**config.mk**
```make
export PLATFORM = sky130hd
export DESIGN_NAME = branch_predict_ctrl
export DESIGN_NICKNAME = d
export VERILOG_FILES = /design/src/rtl/branch_pkg.sv /design/src/rtl/bht_table.sv /design/src/rtl/branch_predict_ctrl.sv
export SDC_FILE = /design/constraint.sdc
export NUM_CORES = 1
export LEC_CHECK = 0
export ABC_AREA = 1
export BUFFER_PORTS_ARGS = -buffer_cell sky130_fd_sc_hd__buf_2
export CAP_MARGIN = 10
export CORE_MARGIN = 2
export CORE_UTILIZATION = 43
export DETAILED_ROUTE_END_ITERATION = 6
export GPL_TIMING_DRIVEN = 0
export PLACE_DENSITY_LB_ADDON = 0.25
export REMOVE_ABC_BUFFERS = 1
export SLEW_MARGIN = 20
export SYNTH_ARGS = -nofsm -noshare
export SYNTH_HDL_FRONTEND = slang
export SYNTH_SLANG_ARGS = --single-unit
```
**constraint.sdc**
```tcl
create_clock -name clk -period 1.8 [get_ports clk]
set_clock_uncertainty 0.15 [all_clocks]
set_input_delay 0.18 -clock clk [delete_from_list [all_inputs] [get_ports clk]]
set_output_delay 0.18 -clock clk [all_outputs]
set_load 0.005 [all_outputs]
```
**src/rtl/branch_pkg.sv**
```systemverilog
// Shared definitions for the fetch-side branch predictor.
//   - bht_cnt_e   : 2-bit saturating counter encoding (SNT/WNT/WT/ST)
//   - bp_state_e  : scheduler FSM states (IDLE/RECOVER)
//   - BHT_RST_VAL : value every table entry takes on reset (weakly not-taken)
//   - sat_step()  : one saturating step of a counter toward the resolved outcome
package branch_pkg;

  typedef enum logic [1:0] {
    SNT = 2'b00,
    WNT = 2'b01,
    WT  = 2'b10,
    ST  = 2'b11
  } bht_cnt_e;

  typedef enum logic {
    IDLE    = 1'b0,
    RECOVER = 1'b1
  } bp_state_e;

  localparam logic [1:0] BHT_RST_VAL = WNT;
  localparam logic [1:0] BHT_MAX     = ST;
  localparam logic [1:0] BHT_MIN     = SNT;

  // Move one step toward the outcome, clamping at the strong states.
  function automatic logic [1:0] sat_step(input logic [1:0] cur, input logic taken);
    logic [1:0] nxt;
    nxt = cur;
    if (taken) begin
      if (cur != BHT_MAX) nxt = cur + 2'd1;
    end else begin
      if (cur != BHT_MIN) nxt = cur - 2'd1;
    end
    return nxt;
  endfunction

endpackage

```
**src/rtl/bht_table.sv**
```systemverilog
// Bimodal history table: 2**IDX_W entries of 2-bit saturating counters.
// Ports:
//   clk, reset        : clock, async active-high reset (all entries -> WNT)
//   rd_idx / rd_taken : combinational read, returns the entry's MSB
//   wr_en, wr_idx,
//   wr_taken          : synchronous saturating update of one entry
// A read and a write to the same index in one cycle return the old value;
// the update lands on the clock edge and there is no bypass.
module bht_table
  import branch_pkg::*;
#(
  parameter int IDX_W = 4
) (
  input  logic             clk,
  input  logic             reset,
  input  logic [IDX_W-1:0] rd_idx,
  output logic             rd_taken,
  input  logic             wr_en,
  input  logic [IDX_W-1:0] wr_idx,
  input  logic             wr_taken
);

  localparam int ENTRIES = 1 << IDX_W;

  logic [ENTRIES-1:0][1:0] tbl_q, tbl_d;

  always_comb begin
    tbl_d = tbl_q;
    if (wr_en) tbl_d[wr_idx] = sat_step(tbl_q[wr_idx], wr_taken);
  end

  always_ff @(posedge clk or posedge reset) begin
    if (reset) tbl_q <= {ENTRIES{BHT_RST_VAL}};
    else       tbl_q <= tbl_d;
  end

  assign rd_taken = tbl_q[rd_idx][1];

endmodule

```
**src/rtl/branch_predict_ctrl.sv**
```systemverilog
// Fetch-side branch scheduler. Predicts fetched branches from a bimodal
// table, compares the EX-stage prediction against the resolved outcome,
// and on a mismatch redirects the PC, flushes IF/ID and ID/EX, then spends
// one cycle in RECOVER while the flushed bubble passes through EX.
// Ports:
//   clk, reset          : clock, async active-high reset
//   if_pc / pred_taken  : fetch PC and its combinational prediction
//   ex_valid, ex_branch,
//   ex_pc, ex_pred_taken,
//   ex_pcsrc            : EX-stage branch info and resolved outcome
//   redirect, redirect_taken, flush : same-cycle mispredict recovery controls
//   recovering          : registered, high during the RECOVER cycle
//   br_count, mispred_count : saturating statistics
module branch_predict_ctrl
  import branch_pkg::*;
#(
  parameter int PC_W  = 32,
  parameter int IDX_W = 4,
  parameter int CNT_W = 16
) (
  input  logic             clk,
  input  logic             reset,
  input  logic [PC_W-1:0]  if_pc,
  output logic             pred_taken,
  input  logic             ex_valid,
  input  logic             ex_branch,
  input  logic [PC_W-1:0]  ex_pc,
  input  logic             ex_pred_taken,
  input  logic             ex_pcsrc,
  output logic             redirect,
  output logic             redirect_taken,
  output logic             flush,
  output logic             recovering,
  output logic [CNT_W-1:0] br_count,
  output logic [CNT_W-1:0] mispred_count
);

  bp_state_e        state_q, state_d;
  logic             recovering_q, recovering_d;
  logic [CNT_W-1:0] br_count_q, br_count_d;
  logic [CNT_W-1:0] mispred_count_q, mispred_count_d;
  logic             res, mis;

  // Only word-aligned PC bits above the byte offset select a table entry.
  logic unused_pc_bits;
  assign unused_pc_bits = ^{if_pc[PC_W-1:IDX_W+2], if_pc[1:0],
                            ex_pc[PC_W-1:IDX_W+2], ex_pc[1:0]};

  // EX is ignored while recovering: that slot holds the flushed bubble.
  assign res = ex_valid & ex_branch & (state_q == IDLE);
  assign mis = res & (ex_pcsrc != ex_pred_taken);

  assign redirect       = mis;
  assign flush          = mis;
  assign redirect_taken = ex_pcsrc;

  bht_table #(.IDX_W(IDX_W)) u_bht (
    .clk      (clk),
    .reset    (reset),
    .rd_idx   (if_pc[IDX_W+1:2]),
    .rd_taken (pred_taken),
    .wr_en    (res),
    .wr_idx   (ex_pc[IDX_W+1:2]),
    .wr_taken (ex_pcsrc)
  );

  always_comb begin
    state_d = state_q;
    case (state_q)
      IDLE:    if (mis) state_d = RECOVER;
      RECOVER: state_d = IDLE;
      default: state_d = IDLE;
    endcase
    recovering_d = (state_d == RECOVER);
  end

  always_ff @(posedge clk or posedge reset) begin
    if (reset) begin
      state_q      <= IDLE;
      recovering_q <= 1'b0;
    end else begin
      state_q      <= state_d;
      recovering_q <= recovering_d;
    end
  end

  assign recovering = recovering_q;

  // Statistics hold at all-ones rather than wrapping.
  always_comb begin
    br_count_d      = br_count_q;
    mispred_count_d = mispred_count_q;
    if (res && (br_count_q != '1))      br_count_d      = br_count_q + CNT_W'(1);
    if (mis && (mispred_count_q != '1)) mispred_count_d = mispred_count_q + CNT_W'(1);
  end

  always_ff @(posedge clk or posedge reset) begin
    if (reset) begin
      br_count_q      <= '0;
      mispred_count_q <= '0;
    end else begin
      br_count_q      <= br_count_d;
      mispred_count_q <= mispred_count_d;
    end
  end

  assign br_count      = br_count_q;
  assign mispred_count = mispred_count_q;

endmodule
```
; ---- Yosys cells after proc, flatten, opt, wreduce, memory -nomap -nowiden
; Cells that the tools add are included.
[totals]
regBits = 65
in_bits = 70
out_inout_bits = 37
wordCells = 51
[op_classes]
add_sub_neg = 4
order_cmp = 3
n_eq_ne = 4
muxes = 13
n_bitwise = 4
reduce_logical = 4
[op_table]
columns = op, count
row1 = $add A16 B1 Y16 const B, 2
row2 = $bwmux W32, 1
row3 = $ne A16 B16 Y1 const B, 2
row4 = $bmux W2 S4, 2
row5 = $mux W2, 7
row6 = $lt A4 B5 Y1 const B, 2
row7 = $demux W2 S4, 1
row8 = $ge A4 B1 Y1 const B, 1
row9 = $and A1 B1 Y1, 3
row10 = $logic_and A1 B1 Y1, 3
row11 = $add A2 B1 Y2 const B, 1
row12 = $ne A2 B2 Y1 const B, 1
row13 = $pmux W1 S2, 1
row14 = $reduce_bool A2 Y1, 1
row15 = $sub A2 B1 Y2 const B, 1
row16 = $mux W1, 1
row17 = $ne A1 B1 Y1, 1
row18 = $not A1 Y1, 1

; ---- Longest topological paths before layout
; Gate-level depths: netlist of run 1.
[depth]
ltp_word = 7
mapped_depth = 15
ltp_nobuf = 13

; ---- Hierarchy
; Synthesis of run 1 repeated with hierarchy kept, for this count alone.
[unflattened]
hier_cells = 603
area_unflattened_um2 = 4090.2
[by_module_without_submodules]
columns = module, n_inst, cells_per_inst, area_per_inst_um2, seq_area_each_um2
row1 = branch_predict_ctrl, 1, 308, 2124.5, 825.8
row2 = bht_table, 1, 295, 1965.6, 820.8

; ---- Least setup slack after synthesis of run 1
; Ideal clock, no wire load.
[synth_path]
path_kind = flip-flop to flip-flop
start = register mispred_count_q[0] (netlist: mispred_count[0])
end = register mispred_count_q[8] (netlist: mispred_count[8])
arrival_ps = 1497
path_slack_ps = 32
stages_incl_launch_ff = 10
path_buffers = 1
cell_sequence = dfrtp_1 -> ha_1 -> nand3_1 -> inv_1 -> nand4_1 -> nand2_1 -> buf_2 -> nor2_1 -> nand2_1 -> xor2_1
[synth_between]
elab_chain_cells = 2
[synth_lines]
columns = item, line
row1 = from (decl), branch_predict_ctrl.sv:41  ; logic [CNT_W-1:0] mispred_count_q, mispred_count_d;
row2 = from (signal assigned), branch_predict_ctrl.sv:103  ; mispred_count_q <= mispred_count_d;
row3 = branches (longest 2 deep; another with $add A16 B1 Y16), -
; Parallel ways; which one is timed is not known.
; A chain may end at the register's enable or synchronous reset.

; ---- Worst setup path after layout of run 1
[layout_path]
start = register br_count_q[1] (netlist: br_count[1])
end = register br_count_q[8] (netlist: br_count[8])
[layout_between]
elab_chain_cells = 2
[layout_lines]
columns = item, line
row1 = from (decl), branch_predict_ctrl.sv:40  ; logic [CNT_W-1:0] br_count_q, br_count_d;
row2 = from (signal assigned), branch_predict_ctrl.sv:102  ; br_count_q <= br_count_d;
row3 = branches (longest 2 deep; another with $add A16 B1 Y16), -
; Parallel ways; which one is timed is not known.

==> results of run 1 <==
[worst max-delay path, cell delays in order (launching register included)]
cell and delay [ps]:
dfrtp_1 430, ha_4 190, nand3_4 110, nor2_4 40
nand3_2 80, nand2_4 100, buf_6 140, nor2_4 150
nand3_2 110, xnor2_2 150
[worst min path at each step]
stage | depth (start not counted) | endpoint | startpoint
after floorplan | 2 | recovering | ex_pred_taken
after global placement | 2 | u_bht.tbl_q[8] | u_bht.tbl_q[8]
after detailed placement | 2 | br_count[1] | reset
after CTS | 5 | u_bht.tbl_q[18] | ex_pc[5]
after global routing | 5 | u_bht.tbl_q[18] | ex_pc[5]
final | 5 | u_bht.tbl_q[18] | ex_pc[5]
[layout make-up]
type,instances,share of cell area [%]
clock buffers,12,3.435
multi-input cells,357,41.80
flip-flops and latches,65,36.54
repair buffers,72,9.806
well taps,105,2.909
clock inverters,4,1.136
inverters,51,4.377
[per-layer routing]
layer	global-route usage [%]	up-vias	routed length, um
met1	27.53	1568	4101
met2	31.44	88	4043
met3	4.901	14	445
li1	-	1643	-
met5	0	-	0
met4	5.556	0	174
[power by group]
part	leakage, nW	switching (mW)	internal, mW
clock	0.103	0.591	0.717
combinational	1.35	0.489	0.418
sequential	0.815	0.215	1.71
total	2.27	1.29	2.84
[what timing repair did]
item                       in CTS  in global routing
hold buffers                    3                  0
pin swaps                       0                 12
hold endpoints to repair       25                  0
buffers inserted                1                 17
setup endpoints to repair      44                 59
resized for setup              14                 48
cloned                          0                  2
[flip-flops by register name (all words and copies together) (netlist names)]
register / flops
recovering: 1
mispred_count: 16
br_count: 16
u_bht.tbl_q: 32
[kinds of logic after synthesis]
logic type      count (synthesis)
buf+inv                        61
fa+ha+maj                       2
flops                          65
mux                             4
compound gates                 24
xor+xnor                       29
simple gates                  296
[layout by cell type (no fill, tap or decap), types with 7 or more instances in the layout]
master,n
inv_1,44
xor2_1,16
xnor2_1,12
dfrtp_1,46
nand2_4,7
nand3_1,24
nand2_1,190
clkbuf_8,11
nor2_1,39
buf_4,16
buf_2,50
dfstp_2,16
nand4_1,8
[through the flow]
step,setup WS [ps],std cells,hold WS [ps],setup TNS [ps],utilization [%]
final,39.64,666,147.3,0,55.53
after global routing,-47.53,666,151.1,-538.2,55.53
after CTS,-2.801,647,128.2,-2.801,51.52
after detailed placement,-414.2,627,75.97,-11840,47.92
after global placement,-974.2,626,305.2,-63680,47.64
after floorplan,-130.0,471,193.9,-6380,-
==> metrics.txt, run 1 <==
# TYPE chip_impl_metric gauge
chip_impl_metric{name="grt_pass1_wl",unit="mm"} 13.94
chip_impl_info{name="setup.worst_path.start",value="br_count[1]"} 1
chip_impl_info{name="outcome",value="finished clean"} 1
chip_impl_metric{name="critPathRequiredTime",unit="ps"} 1880
chip_impl_metric{name="route.detailed.vias_per_inst",unit=""} 4.974
chip_impl_metric{name="part_of_the_yosys_area_used_for_sequential_elements",unit="%"} 46.19
chip_impl_metric{name="antennaDiodeCount",unit=""} 0
chip_impl_metric{name="setup_viol",unit=""} 0
chip_impl_info{name="worstSetupPathType",value="flop to flop"} 1
chip_impl_metric{name="cp_data_arrival_time",unit="ps"} 1840
chip_impl_info{name="synth.top_cells.by_area",value="dfrtp_1, nand2_1, dfstp_2"} 1
chip_impl_metric{name="final-seq-area",unit="mm2"} 0.001650
chip_impl_metric{name="synth-compound-area-share",unit="%"} 3.686
chip_impl_metric{name="worst-path-max-fanout",unit=""} 7
chip_impl_metric{name="global_route.overflow_total",unit=""} 0
chip_impl_metric{name="placedInstanceArea",unit="mm2"} 0.003897
chip_impl_metric{name="post-layout-total-power",unit="mW"} 4.135
chip_impl_metric{name="die_w",unit="um"} 95.05
chip_impl_metric{name="total_number_of_vias",unit=""} 3313
chip_impl_metric{name="syn-cell-area",unit="mm2"} 0.003565
chip_impl_metric{name="grt_max_degree",unit=""} 34
chip_impl_metric{name="drive_gt1_share",unit="%"} 26.02
chip_impl_metric{name="fmax",unit="MHz"} 568.1
chip_impl_metric{name="antenna_violating_nets_left",unit=""} 0
chip_impl_metric{name="die_height",unit="um"} 95.05
chip_impl_metric{name="slew_at_the_pin_with_the_worst_max_slew_slack",unit="ps"} 433.4
chip_impl_metric{name="post_synthesis_simple_gate_area_fraction",unit="%"} 33.80
chip_impl_info{name="tritoncts",value="built"} 1
chip_impl_info{name="worstReg2RegStart",value="br_count[1]"} 1
chip_impl_info{name="synth_top_family_by_area",value="simple AND/OR/NAND/NOR gates"} 1
chip_impl_metric{name="post_synth_xor_area_fraction",unit="%"} 7.125
chip_impl_metric{name="wire_length_per_cell",unit="um"} 13.16
chip_impl_info{name="hold_class",value="primary input to flop"} 1
chip_impl_info{name="cts-root-buf",value="clkbuf_8"} 1
chip_impl_metric{name="leakage",unit="nW"} 2.269
chip_impl_metric{name="post_synth_mux_area_share",unit="%"} 1.123
chip_impl_metric{name="multiInputGateArea",unit="mm2"} 0.001888
chip_impl_info{name="post-synth-top-count-cell",value="nand2_1"} 1
chip_impl_metric{name="num-nets-final",unit=""} 628
chip_impl_metric{name="grt_antenna_before_repair",unit=""} 0
chip_impl_info{name="postSynth.topFlopCell",value="dfrtp_1"} 1
chip_impl_metric{name="cts_num_sinks",unit=""} 65
chip_impl_metric{name="worst_skew_pair.late_latency",unit="ps"} 340
chip_impl_metric{name="place_hpwl",unit="mm"} 5.734
chip_impl_info{name="setup.worst_path.end_class",value="flop"} 1
chip_impl_metric{name="yosys_warnings",unit=""} 0
chip_impl_info{name="crit_path_start_kind",value="flop"} 1
chip_impl_metric{name="design.core.area",unit="mm2"} 0.008134
chip_impl_metric{name="drv_cap",unit=""} 0
chip_impl_metric{name="place_congestion",unit=""} 0.8892
chip_impl_metric{name="grt_pass1_vias",unit=""} 2991
chip_impl_metric{name="fin_area",unit="mm2"} 0.004517
chip_impl_metric{name="period_share",unit="%"} 97.80
chip_impl_metric{name="htree_num_levels",unit=""} 3
chip_impl_metric{name="synth_async_sr_flop_share",unit="%"} 100.0
chip_impl_metric{name="cts_max_path_buffers",unit=""} 2
chip_impl_metric{name="synth-edff-count",unit=""} 0
chip_impl_info{name="crit-reg2reg-capture",value="br_count[8]"} 1
chip_impl_metric{name="drt_iter0_markers",unit=""} 199
chip_impl_metric{name="reg2regPathDepth",unit=""} 9
chip_impl_metric{name="number_of_flip_flops_and_latches_in_the_synthesized_netlist",unit=""} 65
chip_impl_metric{name="cts.reportedPaths.clkPinSlew",unit="ps"} 80
chip_impl_info{name="synth.largest_area_cell",value="dfrtp_1"} 1
chip_impl_metric{name="die_area",unit="mm2"} 0.009035
chip_impl_metric{name="syn_avg_cell_area",unit="um2"} 7.411
chip_impl_metric{name="synth_fa_ha_area_share",unit="%"} 0.7020
chip_impl_metric{name="power_density",unit="mW/mm2"} 915.5
chip_impl_metric{name="worst_slew_margin_rel",unit="%"} 71.10
chip_impl_metric{name="finalWorstPathRequiredPeriod",unit="ps"} 1760
chip_impl_metric{name="numCtsBuffers",unit=""} 9
chip_impl_metric{name="report.final.hold_viol_count",unit=""} 0
chip_impl_metric{name="layout.filler_cells",unit=""} 762
chip_impl_metric{name="grt_usage",unit="%"} 19.96
chip_impl_metric{name="ff2ff_setup_slack",unit="ps"} 40
chip_impl_metric{name="dr.pass1.iters",unit=""} 4
chip_impl_metric{name="worst_ir_drop_vdd",unit="mV"} 0.6353
chip_impl_metric{name="start_util",unit="%"} 43.82
chip_impl_metric{name="post_synth_inst_count",unit=""} 481
chip_impl_info{name="synth_commonest_cells",value="nand2_1, inv_1, dfrtp_1"} 1
chip_impl_metric{name="postRouteWirelength",unit="mm"} 8.764
chip_impl_metric{name="yosysUniqueCellTypes",unit=""} 28
chip_impl_info{name="rsz0062_at_grt",value="yes"} 1
chip_impl_metric{name="core.rowCount",unit=""} 33
chip_impl_metric{name="io-pin-count",unit=""} 107
chip_impl_metric{name="timing_max_transition_violations_final",unit=""} 0
chip_impl_metric{name="synthesis_to_finish_area_growth",unit="%"} 26.71
chip_impl_metric{name="synth.top_cell.area_share",unit="%"} 34.40
chip_impl_metric{name="place.port_buffers",unit=""} 50
chip_impl_metric{name="drt_drc_violations_left",unit=""} 0
chip_impl_info{name="crit_end",value="br_count[8]"} 1
(Power assumes the default switching activity.)
==> inputs of run 2 (changes only) <==
--- a/config.mk
+++ b/config.mk
@@ -12,7 +12,7 @@
 export CORE_UTILIZATION = 43
 export DETAILED_ROUTE_END_ITERATION = 6
 export GPL_TIMING_DRIVEN = 0
-export PLACE_DENSITY_LB_ADDON = 0.25
+export PLACE_DENSITY = 0.67
 export REMOVE_ABC_BUFFERS = 1
 export SLEW_MARGIN = 20
 export SYNTH_ARGS = -nofsm -noshare
==> metrics.txt, run 2 (synthesis results as in run 1) <==
# TYPE chip_impl_metric gauge
chip_impl_metric{name="grt_pass1_vias",unit=""} 3065
chip_impl_metric{name="num-nets-final",unit=""} 620
chip_impl_metric{name="die_area",unit="mm2"} 0.009035
chip_impl_metric{name="place_congestion",unit=""} 0.8476
chip_impl_metric{name="grt_pass1_wl",unit="mm"} 14.06
chip_impl_metric{name="die_w",unit="um"} 95.05
chip_impl_info{name="crit_path_start_kind",value="flop"} 1
chip_impl_metric{name="cp_data_arrival_time",unit="ps"} 1440
chip_impl_metric{name="grt_usage",unit="%"} 20.08
chip_impl_metric{name="antenna_violating_nets_left",unit=""} 0
chip_impl_metric{name="critPathRequiredTime",unit="ps"} 1470
chip_impl_info{name="registers.top_by_ff_count",value="u_bht.tbl_q"} 1
chip_impl_metric{name="worst_ir_drop_vdd",unit="mV"} 0.6484
chip_impl_metric{name="period_share",unit="%"} 98.49
chip_impl_metric{name="total_number_of_vias",unit=""} 3174
chip_impl_metric{name="drv_cap",unit=""} 0
chip_impl_metric{name="synthesis_to_finish_area_growth",unit="%"} 20.67
chip_impl_metric{name="grt_max_degree",unit=""} 37
chip_impl_metric{name="power_density",unit="mW/mm2"} 887.6
chip_impl_metric{name="cts_max_path_buffers",unit=""} 2
chip_impl_metric{name="finalWorstPathRequiredPeriod",unit="ps"} 1773
chip_impl_metric{name="fmax",unit="MHz"} 564.1
chip_impl_metric{name="timing_max_transition_violations_final",unit=""} 0
chip_impl_metric{name="place.port_buffers",unit=""} 50
chip_impl_metric{name="layout.filler_cells",unit=""} 802
chip_impl_metric{name="start_util",unit="%"} 43.82
chip_impl_metric{name="design.core.area",unit="mm2"} 0.008134
chip_impl_metric{name="final_util",unit="%"} 52.88
chip_impl_metric{name="multiInputGateArea",unit="mm2"} 0.001773
chip_impl_metric{name="report.final.hold_viol_count",unit=""} 0
chip_impl_metric{name="postRouteWirelength",unit="mm"} 8.420
chip_impl_metric{name="drt_drc_violations_left",unit=""} 0
chip_impl_metric{name="htree_num_levels",unit=""} 3
chip_impl_metric{name="io-pin-count",unit=""} 107
chip_impl_metric{name="wire_length_per_cell",unit="um"} 12.80
chip_impl_metric{name="placedInstanceArea",unit="mm2"} 0.003897
chip_impl_metric{name="cts.reportedPaths.clkPinSlew",unit="ps"} 70
chip_impl_metric{name="worst-path-max-fanout",unit=""} 3
chip_impl_metric{name="drt_iter0_markers",unit=""} 141
chip_impl_info{name="layout.cells.most_common",value="nand2_1"} 1
chip_impl_metric{name="grt_antenna_before_repair",unit=""} 0
chip_impl_metric{name="leakage",unit="nW"} 2.203
chip_impl_metric{name="worst_skew_pair.late_latency",unit="ps"} 340
chip_impl_info{name="most_frequent_cells_in_the_layout",value="nand2_1, buf_2, dfrtp_1"} 1
chip_impl_metric{name="antennaDiodeCount",unit=""} 0
chip_impl_metric{name="route.detailed.vias_per_inst",unit=""} 4.824
chip_impl_info{name="cts-root-buf",value="clkbuf_8"} 1
chip_impl_metric{name="drive_gt1_share",unit="%"} 23.33
chip_impl_metric{name="global_route.overflow_total",unit=""} 0
chip_impl_metric{name="largest_register_ff_count",unit=""} 32
chip_impl_info{name="rsz0062_at_grt",value="yes"} 1
chip_impl_metric{name="setup_viol",unit=""} 0
chip_impl_metric{name="slew_at_the_pin_with_the_worst_max_slew_slack",unit="ps"} 385.0
chip_impl_metric{name="final-seq-area",unit="mm2"} 0.001647
chip_impl_metric{name="core.rowCount",unit=""} 33
chip_impl_metric{name="place_hpwl",unit="mm"} 5.844
chip_impl_metric{name="die_height",unit="um"} 95.05
chip_impl_info{name="worstSetupPathType",value="flop to primary output"} 1
chip_impl_info{name="outcome",value="finished clean"} 1
chip_impl_info{name="tritoncts",value="built"} 1
chip_impl_info{name="setup.worst_path.end_class",value="primary output"} 1
chip_impl_info{name="hold_class",value="primary input to flop"} 1
chip_impl_metric{name="dr.pass1.iters",unit=""} 4
chip_impl_metric{name="fin_area",unit="mm2"} 0.004302
chip_impl_metric{name="cts_num_sinks",unit=""} 65
chip_impl_metric{name="numCtsBuffers",unit=""} 9
chip_impl_metric{name="worst_slew_margin_rel",unit="%"} 74.34
[run 2: changes by cell type in the layout (fill, tap and decap cells not counted), moves of 3 or more]
cell	before	now
nor2_4	6	2
nand3_1	24	28
dfrtp_2	3	0
nand3_2	4	1
buf_4	16	13
nor2_2	4	11
dfrtp_1	46	49
nor2_1	39	36
[run 2: final timing paths]
check	start	endpoint	slack [ps]	cells after the start
worst max register to register	br_count[1]	br_count[3]	90	8
min in group asynchronous	reset	br_count[5]	220	3
worst max-delay path	u_bht.tbl_q[23]	pred_taken	30	5
max in group asynchronous	reset	u_bht.tbl_q[24]	680	4
worst min-delay path	ex_pred_taken	recovering	30	3
worst min register to register	u_bht.tbl_q[12]	u_bht.tbl_q[12]	320	2
[run 2: worst max-delay path, cell delays in order, from the launching register on]
cell and delay [ps]:
dfrtp_1 410, mux2i_1 230, o21ai_1 90, o211ai_1 170
o21ai_1 80, buf_2 130
[run 2: power breakdown]
part	switching, mW	total [mW]	internal, mW
combinational	0.440	0.803	0.363
clock	0.561	1.13	0.572
sequential	0.179	1.88	1.70
total	1.18	3.82	2.64
[run 2: final cells by class]
cell class | count | share of cell area (%)
clock buffer | 13 | 3.694
sequential | 65 | 38.28
multi-input combinational | 356 | 41.22
clock inverter | 3 | 0.4072
inverter | 51 | 4.567
timing repair buffer | 65 | 8.784
tap | 105 | 3.054
[run 2: routing by layer]
layer  part of all wire [%]  GRT usage, %  vias to the layer above
li1                       -             -                     1622
met1                     47         27.51                     1455
met2                     46         31.09                       78
met3                    3.9         3.478                       19
met4                    2.5         9.300                        0
met5                      0             0                        -
[run 2: repair_timing]
item,in CTS,in global routing
endpoints found under the hold margin,29,0
buffers inserted,1,12
setup endpoints to repair,47,57
resized for setup,14,25
pin swaps,0,6
hold buffers,1,0
cloned,0,1
[run 2: metrics by stage]
stage | setup TNS [ps] | power, mW | hold WS (ps) | setup slack, ps | instances
floorplan | -6380 | 2.281 | 193.9 | -130.0 | 471
global placement | -63510 | 2.536 | 303.7 | -951.0 | 626
CTS | 0 | 3.743 | 16.23 | 0.8171 | 645
detailed placement | -12320 | 2.566 | 56.65 | -415.5 | 627
global route | -139.7 | 4.041 | 30.89 | -107.0 | 658
finish | 0 | 3.818 | 28.03 | 27.18 | 658
==> inputs of run 3 (changes only) <==
--- a/config.mk
+++ b/config.mk
@@ -11,8 +11,7 @@
 export CORE_MARGIN = 2
 export CORE_UTILIZATION = 43
 export DETAILED_ROUTE_END_ITERATION = 6
-export GPL_TIMING_DRIVEN = 0
-export PLACE_DENSITY = 0.67
+export PLACE_DENSITY = 0.71
 export REMOVE_ABC_BUFFERS = 1
 export SLEW_MARGIN = 20
 export SYNTH_ARGS = -nofsm -noshare
==> metrics.txt, run 3 (synthesis results as in run 1) <==
# TYPE chip_impl_metric gauge
chip_impl_metric{name="grt_max_degree",unit=""} 66
chip_impl_metric{name="postRouteWirelength",unit="mm"} 8.529
chip_impl_metric{name="ff2ff_setup_slack",unit="ps"} 130
chip_impl_metric{name="finalWorstPathRequiredPeriod",unit="ps"} 1729
chip_impl_metric{name="io-pin-count",unit=""} 107
chip_impl_metric{name="die_area",unit="mm2"} 0.009035
chip_impl_metric{name="final-instance-count-excl-fill",unit=""} 682
chip_impl_info{name="cts-root-buf",value="clkbuf_8"} 1
chip_impl_metric{name="pwr-share-clk",unit="%"} 35.7
chip_impl_info{name="hold_path_startpoint",value="ex_pc[5]"} 1
chip_impl_metric{name="grt_pass1_vias",unit=""} 3201
chip_impl_info{name="worstReg2RegStart",value="br_count[0]"} 1
chip_impl_metric{name="reg_power_share",unit="%"} 43.9
chip_impl_metric{name="core.rowCount",unit=""} 33
chip_impl_metric{name="global_route.overflow_total",unit=""} 0
chip_impl_metric{name="die_height",unit="um"} 95.05
chip_impl_metric{name="period_share",unit="%"} 96.04
chip_impl_metric{name="cts_max_path_buffers",unit=""} 2
chip_impl_metric{name="grt_pass1_wl",unit="mm"} 14.68
chip_impl_metric{name="total_number_of_vias",unit=""} 3314
chip_impl_metric{name="antenna_violating_nets_left",unit=""} 0
chip_impl_metric{name="htree_num_levels",unit=""} 3
chip_impl_metric{name="worst-path-max-fanout",unit=""} 3
chip_impl_metric{name="switchingPower",unit="mW"} 1.212
chip_impl_metric{name="critPathRequiredTime",unit="ps"} 1470
chip_impl_info{name="crit-reg2reg-capture",value="br_count[15]"} 1
chip_impl_info{name="crit_path_start_kind",value="flop"} 1
chip_impl_metric{name="drt_iter0_markers",unit=""} 192
chip_impl_metric{name="slew_at_the_pin_with_the_worst_max_slew_slack",unit="ps"} 354.7
chip_impl_metric{name="drive_gt1_share",unit="%"} 24.44
chip_impl_metric{name="design.core.area",unit="mm2"} 0.008134
chip_impl_metric{name="power.combinational.fraction",unit="%"} 20.5
chip_impl_info{name="min_to",value="u_bht.tbl_q[18]"} 1
chip_impl_metric{name="cp_data_arrival_time",unit="ps"} 1400
chip_impl_metric{name="dp_worst_setup_slack",unit="ps"} -45.59
chip_impl_metric{name="place.port_buffers",unit=""} 50
chip_impl_metric{name="sw_share",unit="%"} 28.47
chip_impl_metric{name="worst_slew_margin_rel",unit="%"} 76.35
chip_impl_metric{name="start_util",unit="%"} 43.82
chip_impl_metric{name="die_w",unit="um"} 95.05
chip_impl_metric{name="route.detailed.vias_per_inst",unit=""} 4.859
chip_impl_info{name="setup.worst_path.end_class",value="primary output"} 1
chip_impl_metric{name="min_path_cells",unit=""} 5
chip_impl_metric{name="setup_viol",unit=""} 0
chip_impl_metric{name="place_congestion",unit=""} 0.9350
chip_impl_metric{name="fmax",unit="MHz"} 578.4
chip_impl_info{name="registers.top_by_ff_count",value="u_bht.tbl_q"} 1
chip_impl_info{name="hold_class",value="primary input to flop"} 1
chip_impl_metric{name="num-nets-final",unit=""} 644
chip_impl_metric{name="post_route_setup_slack",unit="ps"} 71.23
chip_impl_metric{name="numPlacedInstances",unit=""} 662
chip_impl_info{name="layout.cells.most_common",value="nand2_1"} 1
chip_impl_metric{name="power.internal",unit="mW"} 3.044
chip_impl_metric{name="grt_usage",unit="%"} 20.56
chip_impl_metric{name="synthesis_to_finish_area_growth",unit="%"} 26.57
chip_impl_metric{name="grt_antenna_before_repair",unit=""} 0
chip_impl_metric{name="cts_num_sinks",unit=""} 65
chip_impl_metric{name="report.final.hold_viol_count",unit=""} 0
chip_impl_metric{name="dr.pass1.iters",unit=""} 4
chip_impl_metric{name="largest_register_ff_count",unit=""} 32
chip_impl_metric{name="drt_drc_violations_left",unit=""} 0
chip_impl_metric{name="place_hpwl",unit="mm"} 6.199
chip_impl_info{name="worstSetupPathType",value="flop to primary output"} 1
chip_impl_metric{name="worst_ir_drop_vdd",unit="mV"} 0.8053
chip_impl_info{name="tritoncts",value="built"} 1
chip_impl_metric{name="leakage",unit="nW"} 2.358
chip_impl_metric{name="cts.reportedPaths.clkPinSlew",unit="ps"} 70
chip_impl_metric{name="worst_skew_pair.late_latency",unit="ps"} 350
chip_impl_metric{name="numCtsBuffers",unit=""} 9
chip_impl_info{name="most_frequent_cells_in_the_layout",value="nand2_1, buf_2, dfrtp_1"} 1
chip_impl_metric{name="timing_max_transition_violations_final",unit=""} 0
chip_impl_info{name="outcome",value="finished clean"} 1
chip_impl_metric{name="drv_cap",unit=""} 0
chip_impl_metric{name="reg2regPathDepth",unit=""} 9
chip_impl_metric{name="power_density",unit="mW/mm2"} 943.3
chip_impl_metric{name="wire_length_per_cell",unit="um"} 12.51
chip_impl_metric{name="antennaDiodeCount",unit=""} 0
chip_impl_info{name="rsz0062_at_grt",value="yes"} 1
chip_impl_metric{name="final_util",unit="%"} 55.47
[run 3: cell count changes in the layout (fill, tap and decap cells not counted), moves of 3 or more]
cell,previous run,this run
nand2_4,5,2
nor2_2,11,6
bufinv_16,0,3
nor2_1,36,43
buf_4,13,34
[run 3: area by class of cell]
type / count / area, um2
Clock buffer: 10 / 127.6
Clock inverter: 6 / 115.1
Fill cell: 761 / 3622
Inverter: 51 / 191.4
Multi-Input combinational cell: 355 / 1704
Sequential cell: 65 / 1647
Tap cell: 105 / 131.4
Timing Repair Buffer: 90 / 595.6
[run 3: worst max-delay path by stage]
stage | start | to | slack [ps]
floorplan | reset | br_count[0] | -130
detailed placement | ex_pc[2] | u_bht.tbl_q[15] | -50
global placement | ex_pcsrc | mispred_count[14] | -10
CTS | u_bht.tbl_q[23] | pred_taken | 10
global route | u_bht.tbl_q[27] | pred_taken | -30
finish | u_bht.tbl_q[23] | pred_taken | 70
[run 3: power groups by stage]
| stage | Combinational, mW | Sequential, mW | Clock [mW] |
|---|---|---|---|
| floorplan | 0.399 | 1.88 | 0 |
| global placement | 0.821 | 1.87 | 0 |
| detailed placement | 0.848 | 1.88 | 0 |
| CTS | 0.858 | 1.86 | 1.55 |
| global route | 0.975 | 1.90 | 1.62 |
| finish | 0.871 | 1.87 | 1.52 |
[run 3: what timing repair did]
action,4_1_cts,5_1_grt
gates resized for setup,2,17
setup endpoints to repair,3,35
pin swaps,0,2
cloned,0,0
hold buffers,3,0
endpoints found under the hold margin,50,0
setup buffers,0,1
[run 3: worst max-delay path, stage by stage (launching register included)]
cell,delay (ps)
dfrtp_1,420
mux2i_2,180
o21ai_1,80
o211ai_1,170
o21ai_1,90
buf_2,130
[run 3: metal layers]
| metal | part of all wire (%) | GRT usage [%] | up-vias |
|---|---|---|---|
| li1 | - | - | 1667 |
| met1 | 45 | 27.42 | 1562 |
| met2 | 49 | 34.10 | 81 |
| met3 | 5.1 | 4.585 | 4 |
| met4 | 0.54 | 5.072 | 0 |
| met5 | 0 | 0 | - |
[run 3: through the flow]
step                cell area [um2]  TNS, ps  hold WS (ps)  power, mW
floorplan                      3493    -6380         193.9      2.281
global placement               4183   -21.11         124.9      2.694
detailed placement             4183   -625.4         133.4      2.731
CTS                            4458        0         129.7      4.268
global route                   4512   -32.14         170.1      4.498
finish                         4512        0         132.0      4.256
